[config.mk]
export PLATFORM = sky130hd
export DESIGN_NAME = striping_nlane
export DESIGN_NICKNAME = d
export VERILOG_FILES = /design/src/rtl/striping_nlane.sv
export SDC_FILE = /design/constraint.sdc
export NUM_CORES = 1
export LEC_CHECK = 0
export ABC_AREA = 1
export BUFFER_PORTS_ARGS = -buffer_cell sky130_fd_sc_hd__buf_2
export CORE_ASPECT_RATIO = 0.5
export CORE_MARGIN = 2
export CORE_UTILIZATION = 46
export DETAILED_ROUTE_END_ITERATION = 16
export PLACE_DENSITY = 0.8
export SYNTH_ARGS = -nofsm -noshare
export SYNTH_HDL_FRONTEND = slang
export SYNTH_SLANG_ARGS = --single-unit
[constraint.sdc]
create_clock -name clk_2f -period 1.3 [get_ports clk_2f]
set_input_delay 0.26 -clock clk_2f [delete_from_list [all_inputs] [get_ports clk_2f]]
set_output_delay 0.26 -clock clk_2f [all_outputs]
set_load 0.02 [all_outputs]
[src/rtl/striping_nlane.sv]
// Purpose : round-robin striping of accepted words across NUM_LANES lane registers,
//           with flush-with-padding of a partial group and a group-complete strobe.
// Latency : one cycle from the accepting clk_2f edge to lane_out/valid_out.
// Backpr. : ready is low only while padding out a flushed group; source must hold/drop words then.
// Ports   : clk_2f, reset (async, active-low); data_in/valid_in/ready word handshake;
//           flush pads the current partial group; lane_out/valid_out per-lane data and strobes;
//           pad_out marks pad writes; group_done marks a write to the last lane;
//           lane_ptr is the next lane to be written.
// Option  : STRIPING_PARITY_EN adds parity_out, registered even parity of each lane's last word.
module striping_nlane #(
  parameter int               NUM_LANES = 4,
  parameter int               WIDTH     = 32,
  parameter logic [WIDTH-1:0] PAD_WORD  = {WIDTH{1'b0}}
) (
  input  logic                          clk_2f,
  input  logic                          reset,
  input  logic [WIDTH-1:0]              data_in,
  input  logic                          valid_in,
  input  logic                          flush,
  output logic                          ready,
  output logic [NUM_LANES*WIDTH-1:0]    lane_out,
  output logic [NUM_LANES-1:0]          valid_out,
  output logic                          pad_out,
  output logic                          group_done,
  output logic [$clog2(NUM_LANES)-1:0]  lane_ptr
`ifdef STRIPING_PARITY_EN
  ,
  output logic [NUM_LANES-1:0]          parity_out
`endif
);

  localparam int               PTR_W = $clog2(NUM_LANES);
  localparam logic [PTR_W-1:0] LAST  = PTR_W'(NUM_LANES - 1);

  typedef enum logic {IDLE, FLUSH} state_t;

  state_t           state, state_nxt;
  logic             wr_en;
  logic             wr_pad;
  logic [WIDTH-1:0] wr_dat;
  logic [PTR_W-1:0] ptr_inc;
  logic [PTR_W-1:0] ptr_nxt;

  assign ready = (state == IDLE);

  // Explicit wrap so non-power-of-two lane counts never reach an unused pointer value.
  assign ptr_inc = (lane_ptr == LAST) ? '0 : lane_ptr + PTR_W'(1);

  always_ff @(posedge clk_2f or negedge reset) begin
    if (!reset) begin
      state <= IDLE;
    end else begin
      state <= state_nxt;
    end
  end

  always_comb begin
    state_nxt = state;
    ptr_nxt   = lane_ptr;
    wr_en     = 1'b0;
    wr_pad    = 1'b0;
    wr_dat    = data_in;
    case (state)
      IDLE: begin
        if (valid_in) begin
          wr_en   = 1'b1;
          ptr_nxt = ptr_inc;
        end
        // Flush looks at the pointer after this cycle's write: a word that
        // completes the group makes the flush a no-op.
        if (flush && (ptr_nxt != '0)) begin
          state_nxt = FLUSH;
        end
      end
      FLUSH: begin
        wr_en   = 1'b1;
        wr_pad  = 1'b1;
        wr_dat  = PAD_WORD;
        ptr_nxt = ptr_inc;
        if (lane_ptr == LAST) begin
          state_nxt = IDLE;
        end
      end
      default: state_nxt = IDLE;
    endcase
  end

  always_ff @(posedge clk_2f or negedge reset) begin
    if (!reset) begin
      lane_out   <= '0;
      valid_out  <= '0;
      pad_out    <= 1'b0;
      group_done <= 1'b0;
      lane_ptr   <= '0;
    end else begin
      valid_out  <= '0;
      pad_out    <= wr_pad;
      group_done <= wr_en && (lane_ptr == LAST);
      lane_ptr   <= ptr_nxt;
      for (int i = 0; i < NUM_LANES; i++) begin
        if (wr_en && (lane_ptr == PTR_W'(i))) begin
          valid_out[i]                <= 1'b1;
          lane_out[i*WIDTH +: WIDTH]  <= wr_dat;
        end
      end
    end
  end

`ifdef STRIPING_PARITY_EN
  always_ff @(posedge clk_2f or negedge reset) begin
    if (!reset) begin
      parity_out <= '0;
    end else begin
      for (int i = 0; i < NUM_LANES; i++) begin
        if (wr_en && (lane_ptr == PTR_W'(i))) begin
          parity_out[i] <= ^wr_dat;
        end
      end
    end
  end
`endif

endmodule

# Word level (Yosys, flattened, before mapping)

Cells that the tools add are included.

Register bits: 137
Input bits: 36
Output and inout port bits: 137
Logic and storage cells: 36

Add/sub/neg operators: 1
Eq/ne operators: 3
Mux-type cells: 15
Bitwise logic cells: 1
Reductions and logical operators: 7

Operators by type and width:

| cell                                                                  | number |
|---|---|
| 32-bit two-way mux                                                    | 1 |
| 1-bit two-way mux                                                     | 8 |
| 2-bit two-way mux                                                     | 3 |
| 1-bit logical AND                                                     | 5 |
| 2-bit equality test, second input constant                            | 2 |
| 1-bit one-hot mux with 2 select lines                                 | 2 |
| 2-bit one-hot mux with 2 select lines                                 | 1 |
| 2-bit by 1-bit adder with 2-bit output, second input constant         | 1 |
| 2-bit by 1-bit equality test with 1-bit output, second input constant | 1 |
| 2-bit zero test                                                       | 1 |
| 2-bit nonzero test                                                    | 1 |
| 1-bit NOT                                                             | 1 |

# Logic depth before layout (Yosys ltp)

Word-level depth: 8
Gate-level depth with buffers: 7
Gate-level depth less buffers: 6

# Worst setup path before layout

Ideal clock, no wire load.

Path type: register to register
Start point: reg lane_ptr[0]
End point: reg lane_out[12]
Library setup time: 117 ps
Arrival: 1259 ps
Data required time: 1183 ps
Path slack: -76 ps
Cell stages (with the launch flop): 8
Buffers on the path: 1
Clock period less this slack: 1376 ps
Path through: dfrtp_1 inv_1 ha_1 inv_1 nor2_4 buf_6 nand2_1 nand2_1

Word-level cells in the longest chain between the ends: 2

Ends and longest elaborated chain:

| element                        | line | text |
|---|---|---|
| start: declaration             | 25   | `output logic [$clog2(NUM_LANES)-1:0] lane_ptr` |
| start signal: assignment       | 99   | `lane_ptr <= ptr_nxt;` |
| 2-bit zero test                | 101  | `if (wr_en && (lane_ptr == PTR_W'(i))) begin` |
| 1-bit logical AND              | 101  |  |
| end signal: indexed assignment | 103  | `lane_out[i*WIDTH +: WIDTH] <= wr_dat;` |
| end: declaration               | 21   | `output logic [NUM_LANES*WIDTH-1:0] lane_out,` |

No other way between the ends.
A chain may end at the register's enable or synchronous reset.

# Worst setup path after layout

Start point: reg state
End point: reg lane_out[22]

Word-level cells in the longest chain between the ends: 3
Elaborated cells between the ends (all ways): 4
Those cells by class: mux (2); bitwise (1); reduce/logical (1)

Ends and longest elaborated chain:

| element                               | line | text |
|---|---|---|
| start: declaration                    | 37   | `state_t state, state_nxt;` |
| start signal: assignment              | 53   | `state <= state_nxt;` |
| 1-bit NOT                             | -    |  |
| 1-bit one-hot mux with 2 select lines | 63   | `case (state)` |
| 1-bit logical AND                     | 101  |  |

Several ways; a longest one is shown, not always the timed one.

==> metrics list <==
- The multi-input combinational cells in the finished layout cover a total of 0.00281 mm².
- Element type at the critical path end: register
- In this run the static leakage power is 5.33 nW.
* Area added between synthesis and finish: 63.9%
- Global-route wire length before repair: 27900 µm
- The most numerous cell type found on the critical path is buf_12.
* Width of the die: 160 µm
- Type of the setup path with the least slack: register to register
- Cell with the largest stage delay on the worst path: dfrtp_1
* Wire per inst: 22.4 µm
* Storage element area: 0.00341 mm²
- In this run the number of cells on the critical path is 9.
- Critical Path AT: 1860 ps
* Number of flip-flops and latches in the synthesized netlist: 136
* Endpoints failing hold: 0
* Beginning of the worst register-to-register path: state$_DFF_PN0_
- Number of nets in the final layout: 936
- The synthesized netlist contains 15 unique library cells.
- CP Data Required Time: 1600 ps
- In this run the tightest slew margin relative to its limit is 73.8%.
* Status: finished, violations left
- Final Worst Setup Slack: -263 ps
* Maximum vdd ir drop: 1.47 mV
- Entering global routing, the biggest net connects 39 pins.
- Max-cap violations in this run came to 0.
- Failing checks: setup timing
* Biggest cell delay along the critical path: 420 ps
- The worst hold path terminates at lane_out[61]$_DFFE_PN0P_.
* Post-route clock period utilization: 120%
- After global routing the overflow that remains totals 0.
* Clock period minus final worst setup slack: 1560 ps
- Buffers & Inverters on Critical Path: 5
- Most used cells in the layout excluding fill and tap cells: 243 x nand2_1, 166 x buf_2, 134 x dfrtp_1
* Worst-path cell chain: buf_6 > nor2_4 > buf_6 > nor2_4 > buf_12 > buf_12 > buf_12 > nand2_4 > nand2_2
- DP HPWL: 10500 µm
- Gr usage total: 28.4%
- Leaving out fill and tap cells, the most frequent cell in the layout is nand2_1.
- Standard cell core area: 0.0118 mm²
- After filler insertion, the fill cell instance count of the layout stands at 723.
- Clock transition at the registers of the reported paths: 60 ps
* Port buffer count: 172
- On the critical path the largest part of the delay comes from buffers and inverters.
- TritonCTS built the clock tree.
* Die Y: 82.1 µm
- Power spread over the standard cell area amounts to 3150 mW/mm².
- Post-Synthesis Net Count: 689
* Setup Viol. Count Final: 124
* 1st-pass router iterations: 5
- No sink is reached through more buffers than the 2 on the longest clock path.
- For the pin with the worst max-slew slack, the measured transition is 393 ps.
- Boundary Pins: 173
* Hold Crit Class: input pin to register
- Antenna violations before repair: 0
- Startpoint of the lowest-slack hold path: data_in[29]
- Total clock buffers created by CTS: 17
- In this run the core area contains 28 standard-cell rows.
- Summing the sequential cell areas from Yosys gives 60.7% of the chip area.
- 0 antenna diodes ended up in the layout.
- Yosys printed 0 warnings.
- Largest driver fanout on the critical path: 6
- Post-synthesis cell count: 649
- End of the worst register-to-register path: lane_out[22]$_DFFE_PN0P_
- Maximum clock skew at final layout: 11.3 ps
- For this block, the via count after detailed routing is 5904.
* Detailed-route DRC error count: 0
* Post-Synthesis Cell Area: 0.00561 mm²
* Mean instance size in the synthesized netlist: 8.64 µm²
* Max-slew violation count: 0
- Overall die area: 0.0131 mm²
* DRC violation total after the first TritonRoute iteration: 551
- The worst setup path is launched from a register.
- Setup repair after global routing could not meet its margin everywhere.
- Initial core utilization: 47.4%
- Register-to-register path setup slack: -260 ps
* Smallest hold slack: 193 ps
- The via count of the first global-routing pass was 5123.
- Number of clock sinks: 136
- For this block, the routed nets add up to 24100 µm of wire.
* H-tree lvl count: 4
* Fraction of final layout cells with drive strength greater than 1: 53.7%
- The tree is rooted in a clkbuf_16.
* FF-to-FF path depth: 9
* Final antenna-violating net count: 0
* Via count normalized by instance count: 5.50
* Final Wtd Congestion: 0.851
- Clk Latency, worst-skew pair: 420 ps
* Depth of the worst hold-timing path: 5
* Achievable frequency: 640 MHz
- Total power for the finished layout comes to 0.0290 W.
[cell usage after synthesis]
master / number / area share (%)
nand2_4: 5 / 1.0
buf_4: 9 / 1.2
nor2_1: 34 / 2.3
o21ai_0: 1 / 0.089
clkbuf_1: 1 / 0.067
nor2_4: 5 / 1.0
ha_1: 4 / 0.89
inv_1: 40 / 2.7
dfrtp_1: 136 / 61
buf_6: 17 / 3.4
o22ai_1: 1 / 0.11
nand2_1: 390 / 26
buf_2: 2 / 0.18
nand3_1: 2 / 0.18
inv_2: 2 / 0.13
[stage by stage]
step | instances | setup TNS [ps] | setup slack, ps | area (µm²) | utilization, %
floorplan | 649 | -11.1 | -0.328 | 5610 | -
global route | 1074 | -22600 | -271 | 9190 | 77.6
CTS | 1045 | -10890 | -137 | 8010 | 67.7
global placement | 984 | -17860 | -204 | 6730 | 56.8
detailed placement | 984 | -22850 | -240 | 6730 | 56.8
finish | 1074 | -20300 | -263 | 9190 | 77.6
[worst reg2reg max path, delay by kind of cell (launching register included)]
family                 cells  cell delay (ps)
buffers and inverters      5              700
AND/OR/NAND/NOR            4              330
flip-flops                 1              420
[registers in the layout (all words and copies together), names as in the netlist]
signal and count:
lane_ptr 2, group_done 1, state 1, pad_out 1
lane_out 128, valid_out 3
[cell type report]
cell class              instances  share of cell area (%)
clock buffers                  20                    5.08
multi-input cells             452                    30.6
inverters                      42                    1.93
repair buffers                247                    21.5
well taps                     165                    2.25
clock inverters                12                    1.62
flip-flops and latches        136                    37.1
[metal layers]
metal	wire [µm]	up-vias	track usage [%]
li1	-	2435	-
met1	9160	2890	38.4
met2	11000	457	45.1
met3	2950	122	7.42
met4	1020	0	10.6
met5	0	-	0
[worst max-delay path by stage]
stage                                     start                        end
after floorplan           lane_ptr[0]$_DFF_PN0_   lane_out[76]$_DFFE_PN0P_
after global placement    lane_ptr[0]$_DFF_PN0_   lane_out[96]$_DFFE_PN0P_
after detailed placement  lane_ptr[0]$_DFF_PN0_  lane_out[123]$_DFFE_PN0P_
after CTS                       state$_DFF_PN0_                      ready
after global routing            state$_DFF_PN0_   lane_out[22]$_DFFE_PN0P_
final                           state$_DFF_PN0_   lane_out[22]$_DFFE_PN0P_
[report_power, final]
group	switching, W	internal [W]
logic	0.0104	0.00598
registers	0.00132	0.00621
clock network	0.00193	0.00316
total	0.0136	0.0153
[repair_timing]
action,4_1_cts,5_1_grt
pin swaps,12,69
gates cloned,7,14
hold buffers,1,0
endpoints found under the hold margin,32,0
setup endpoints to repair,135,133
gates resized for setup,69,245
setup buffers,21,25
[cell families after synthesis]
kind of cell / synth area share (%)
simple gates: 30.6
flops: 60.7
buf+inv: 7.67
fa+ha+maj: 0.892
compound gates: 0.201
Note: power is estimated with default switching activity, not from simulation.
